==> src/rtl/fetch_stage.sv <==
// Instruction-fetch stage: owns the fetch PC, issues word requests to
// instruction memory and holds returned words in a 2-entry prefetch buffer
// that is presented downstream with a valid/ready handshake.
module fetch_stage #(
    parameter logic [31:0] RESET_PC = 32'h0000_0000
) (
    input  logic        clk,
    input  logic        rst_n,
    output logic        imem_req,
    output logic [31:0] imem_addr,
    input  logic        imem_gnt,
    input  logic        imem_rvalid,
    input  logic [31:0] imem_rdata,
    input  logic        redirect,
    input  logic [31:0] redirect_pc,
    input  logic        stall,
    input  logic        r_in,
    output logic        v_out,
    output logic [31:0] IR_out,
    output logic [31:0] PC_out
);

    logic [31:0] fetch_pc;
    logic [31:0] tag_pc;
    logic [31:0] ir_buf [2];
    logic [31:0] pc_buf [2];
    logic        head;
    logic        tail;
    logic [1:0]  occ;
    logic        outst;

    logic        pop;
    logic        push;
    logic        accept;
    logic [2:0]  credit_used;
    logic [31:0] redirect_aligned;

    // Handshake, credit and request generation.
    always_comb begin
        v_out            = (occ != 2'd0) & ~stall;
        pop              = v_out & r_in;
        // Words already buffered or in flight, minus the one leaving now.
        // Keeping this below 2 guarantees every response finds a free slot.
        credit_used      = {1'b0, occ} + {2'b00, outst} - {2'b00, pop};
        imem_req         = rst_n & ~redirect & (credit_used < 3'd2);
        imem_addr        = fetch_pc;
        accept           = imem_req & imem_gnt;
        // A response is only ours if a request is outstanding; this drops
        // stray responses to requests issued before a reset.
        push             = imem_rvalid & outst & ~redirect;
        redirect_aligned = redirect_pc & 32'hFFFF_FFFC;
        IR_out           = ir_buf[head];
        PC_out           = pc_buf[head];
    end

    // Fetch PC, request tracking and prefetch buffer state.
    always_ff @(posedge clk or negedge rst_n) begin
        if (!rst_n) begin
            fetch_pc  <= RESET_PC;
            tag_pc    <= 32'h0;
            head      <= 1'b0;
            tail      <= 1'b0;
            occ       <= 2'd0;
            outst     <= 1'b0;
            // NOTE: the two buffer entries are reset because the head entry
            // drives IR_out/PC_out directly and those must read 0 in reset.
            ir_buf[0] <= 32'h0;
            ir_buf[1] <= 32'h0;
            pc_buf[0] <= 32'h0;
            pc_buf[1] <= 32'h0;
        end else if (redirect) begin
            // Flush everything on the wrong path and restart at the target.
            fetch_pc <= redirect_aligned;
            head     <= 1'b0;
            tail     <= 1'b0;
            occ      <= 2'd0;
            outst    <= 1'b0;
        end else begin
            // NOTE: non-blocking assignments let every update below read the
            // pre-edge values, so push/pop/accept in one cycle compose cleanly.
            if (accept) begin
                fetch_pc <= fetch_pc + 32'd4;
                tag_pc   <= fetch_pc;
                outst    <= 1'b1;
            end else if (push) begin
                outst <= 1'b0;
            end

            if (push) begin
                ir_buf[tail] <= imem_rdata;
                pc_buf[tail] <= tag_pc;
                tail         <= ~tail;
            end

            if (pop) begin
                head <= ~head;
            end

            case ({push, pop})
                2'b10:   occ <= occ + 2'd1;
                2'b01:   occ <= occ - 2'd1;
                default: occ <= occ;
            endcase
        end
    end

endmodule

==> config.mk <==
export PLATFORM = sky130hd
export DESIGN_NAME = fetch_stage
export DESIGN_NICKNAME = d
export VERILOG_FILES = /design/src/rtl/fetch_stage.sv
export SDC_FILE = /design/constraint.sdc
export NUM_CORES = 1
export LEC_CHECK = 0
export ABC_AREA = 1
export CORE_ASPECT_RATIO = 1.75
export CORE_MARGIN = 2
export CORE_UTILIZATION = 53
export CTS_CLUSTER_SIZE = 12
export DETAILED_ROUTE_END_ITERATION = 6
export PLACE_DENSITY_LB_ADDON = 0.1
export SYNTH_ARGS = -nofsm -noshare
export SYNTH_HDL_FRONTEND = slang
export SYNTH_SLANG_ARGS = --single-unit
==> constraint.sdc <==
create_clock -name clk -period 3.35 [get_ports clk]
set_clock_uncertainty 0.15 [all_clocks]
set_input_delay 0.67 -clock clk [delete_from_list [all_inputs] [get_ports clk]]
set_output_delay 0.67 -clock clk [all_outputs]
set_load 0.005 [all_outputs]
==> results.md <==
* Crit path DAT at 2.42 ns
* Max stage delay on crit path at 0.48 ns
* Syn Inst Count at 1,185
* Gpl congestion at 0.9081
* Post-synth EDFFs at 0
* Pwr Density at 714.9 nW/um^2
* Status: complete, no violations
* Fill count at 1,492
* Crit path kind: in -> out
* Setup-failing EPs final at 0
* DP Wirelength at 14,990 um
* RSZ-0062 raised after global routing: yes
* Ratio of final minimum period to clock period at 96.86%
* P_leak at 5.755 nW
* Slowest CP cell: fa_1
* Vias in the first global route at 7,389
* Mean Syn Cell Area at 7.634 um^2
* Slew headroom at 41.22%
* Top_reg_cell synth: dfrtp_1
* DR vias at 7,798
* Crit path capture type: primary output
* HP Class: in -> async
* Detailed Route WL at 21,450 um
* Most frequent cell on the critical path: nand2_1
* CTS Buf Count at 17
* Clock sink count at 189
* Flops & latches, synth at 189
* Crit-path leading delay family: adder cells
* Top cells by count, synth: nand2_1 (518), dfrtp_1 (189), o21ai_0 (128)
* DRC viols at 0
* Largest area contributor in the netlist: dfrtp_1
* Area Growth Syn to Fin at 27.39%
* Most common cell in the synthesized netlist: nand2_1
* Clock Path Buffers at 2
* Minimum clock period at 3.245 ns
* Crit path cell chain: clkdlybuf4s15_2, inv_2, nor3_4, ha_1, or2_4, fa_1, nand2_1, nor2_2, nand2_1, inv_1, buf_2
* Initial drt markers at 397
* ANT cells at 0
* Grt total ovfl at 0
* Yosys cell types at 27
* Routed length per placed instance at 13.58 um
* Max-slew violations at 0
* Area share of the largest cell type after synthesis at 52.28%
* Worst Path Required at 2.53 ns
* Final ANT Viol Nets at 0
* Share of cells above drive strength 1 at 6.504%
* Synth area leaders: dfrtp_1 (52%), nand2_1 (21%), o21ai_0 (7.1%), inv_1 (4.8%), nand3_1 (3.6%)
* Die width at 102.8 um
* Clock Latency Late Sink at 0.42 ns
* Fin. Hold Viols at 0
* Async set or reset register ratio after synthesis at 100.0%
* Setup crit start kind: input pin
* Area of the core at 16,870 um^2
* Initial antenna violation count at 0
* Max Freq at 308.2 MHz
* Total chip power at 8.238 mW
* Sequential fraction of the synthesis area at 52.28%
* I/O Buffers at 162
* H-Tree Depth at 4
* Worst-margin pin slew at 0.8817 ns
* Die area at 18,170 um^2
* Mapped Area at 9046 um^2
* CTS Hold Bufs at 0
* Clk root buf: clkbuf_16
* CTS tree: done
* Maxcap violations at 0
* Total track usage at 24.74%
* Die height at 176.8 um
* Initial Util at 53.63%
* Num rows at 63
* Buf+Inv Stages, Crit Path at 4
* Largest net degree at the start of global routing at 151
* Drt pass-1 iters at 5
* IO Pins at 169
* Ys Warns at 0
* Maximum VDD drop at 0.3471 mV
* Vias per cell at 4.935
* Clock Pin Slew Worst Setup and Hold Paths at 0.07 ns
* Nets@finish at 1,414
* Global-route wire length before repair at 35,480 um
* Crit path max fanout at 2
* Hold Worst Slack at 0.2132 ns
## layout by cell type, fill, tap and decap left out, types with 2 or more instances in the layout
| cell type | count |
|---|---|
| nor2_1 | 35 |
| nand3_1 | 65 |
| o21ai_1 | 39 |
| buf_4 | 23 |
| nand2_1 | 518 |
| nand2_4 | 2 |
| clkbuf_16 | 17 |
| clkdlybuf4s50_1 | 158 |
| xnor2_1 | 2 |
| o21ai_0 | 128 |
| dfrtp_1 | 188 |
| inv_6 | 3 |
| clkinv_4 | 4 |
| buf_12 | 8 |
| nor2_2 | 6 |
| nand3_2 | 2 |
| xor2_1 | 5 |
| clkbuf_8 | 2 |
| and2_1 | 2 |
| inv_2 | 5 |
| ha_1 | 2 |
| conb_1 | 4 |
| inv_1 | 115 |
| inv_8 | 5 |
## path summary, 6_finish.rpt
| kind | start | to | slack, ns | cells past startpoint |
|---|---|---|---|---|
| worst max-delay path | r_in | imem_req | 0.11 | 11 |
| worst min-delay path | rst_n | occ[1] | 0.21 | 2 |
| worst max register to register | occ[0] | imem_addr[31] | 0.50 | 14 |
| worst min register to register | ir_buf[53] | ir_buf[53] | 0.33 | 2 |
| max in group asynchronous | rst_n | imem_addr[29] | 1.62 | 3 |
| min in group clk | ir_buf[53] | ir_buf[53] | 0.33 | 2 |
## sequential cells by signal (all words and copies together), names as in the netlist
name	cells
imem_addr	30
occ	2
pc_buf	60
tag_pc	30
outst	1
head	1
ir_buf	64
tail	1
## layer usage
metal / track usage (%) / part of all wire (%) / vias to the layer above
li1: - / - / 3969
met1: 30.39 / 42 / 3608
met2: 43.79 / 52 / 191
met3: 3.594 / 3.6 / 30
met4: 8.553 / 2.8 / 0
met5: 0 / 0 / -
## cell families (layout without fill, tap and decap cells)
| group | count (synthesis) | after routing | synth area share, % |
|---|---|---|---|
| flops | 189 | 189 | 52.28 |
| buf+inv | 181 | 346 | 9.336 |
| simple gates | 636 | 636 | 27.87 |
| fa+ha+maj | 3 | 3 | 0.4979 |
| compound gates | 168 | 168 | 9.295 |
| other cells | 1 | 4 | 0.04145 |
| xor+xnor | 7 | 7 | 0.6777 |
## metrics by stage
| step | instance area [um^2] | instances | setup TNS (ns) | setup slack (ns) | util [%] |
|---|---|---|---|---|---|
| after detailed placement | 10920 | 1547 | -12.10 | -0.6972 | 64.71 |
| after CTS | 11520 | 1580 | 0 | 0.05652 | 68.28 |
| after floorplan | 9057 | 1188 | 0 | 0.3174 | - |
| after global placement | 10920 | 1547 | -10.31 | -0.6711 | 64.71 |
| final | 11520 | 1580 | 0 | 0.1053 | 68.31 |
| after global routing | 11520 | 1580 | -0.005883 | -0.005883 | 68.31 |
## final cells by class
type                            instances  area (um^2)  share of cell area [%]
Sequential cell                       189         4731                   41.05
Multi-Input combinational cell        818         3512                   30.48
Timing Repair Buffer                  193         1949                   16.92
Inverter                              121        456.7                   3.963
Clock buffer                           19        442.9                   3.844
Tap cell                              227        284.0                   2.465
Clock inverter                         13        147.6                   1.281
## where the power goes
part / leakage (nW) / switching (mW) / internal, mW
combinational: 3.00 / 1.30 / 1.44
sequential: 2.46 / 0.481 / 3.01
clock: 0.292 / 0.922 / 1.08
total: 5.76 / 2.70 / 5.54
## repair_timing
action                     in CTS  in global routing
setup endpoints to repair       1                  1
setup buffers                   1                  0
gates resized for setup        12                  4
pin swaps                       6                  6
## worst register-to-register path, cell delays in order (launching register included)
cell and delay [ns]:
dfrtp_1 0.41, nor2_4 0.15, nor3_4 0.05, ha_1 0.27, or2_4 0.25, fa_1 0.48
nand2_1 0.07, nor2_2 0.10, buf_4 0.12, nand3_2 0.15, buf_4 0.29, nand3_1 0.10
nand2_1 0.05, inv_1 0.05, nand2_1 0.05
No activity file was read; power rests on OpenSTA's default activity.
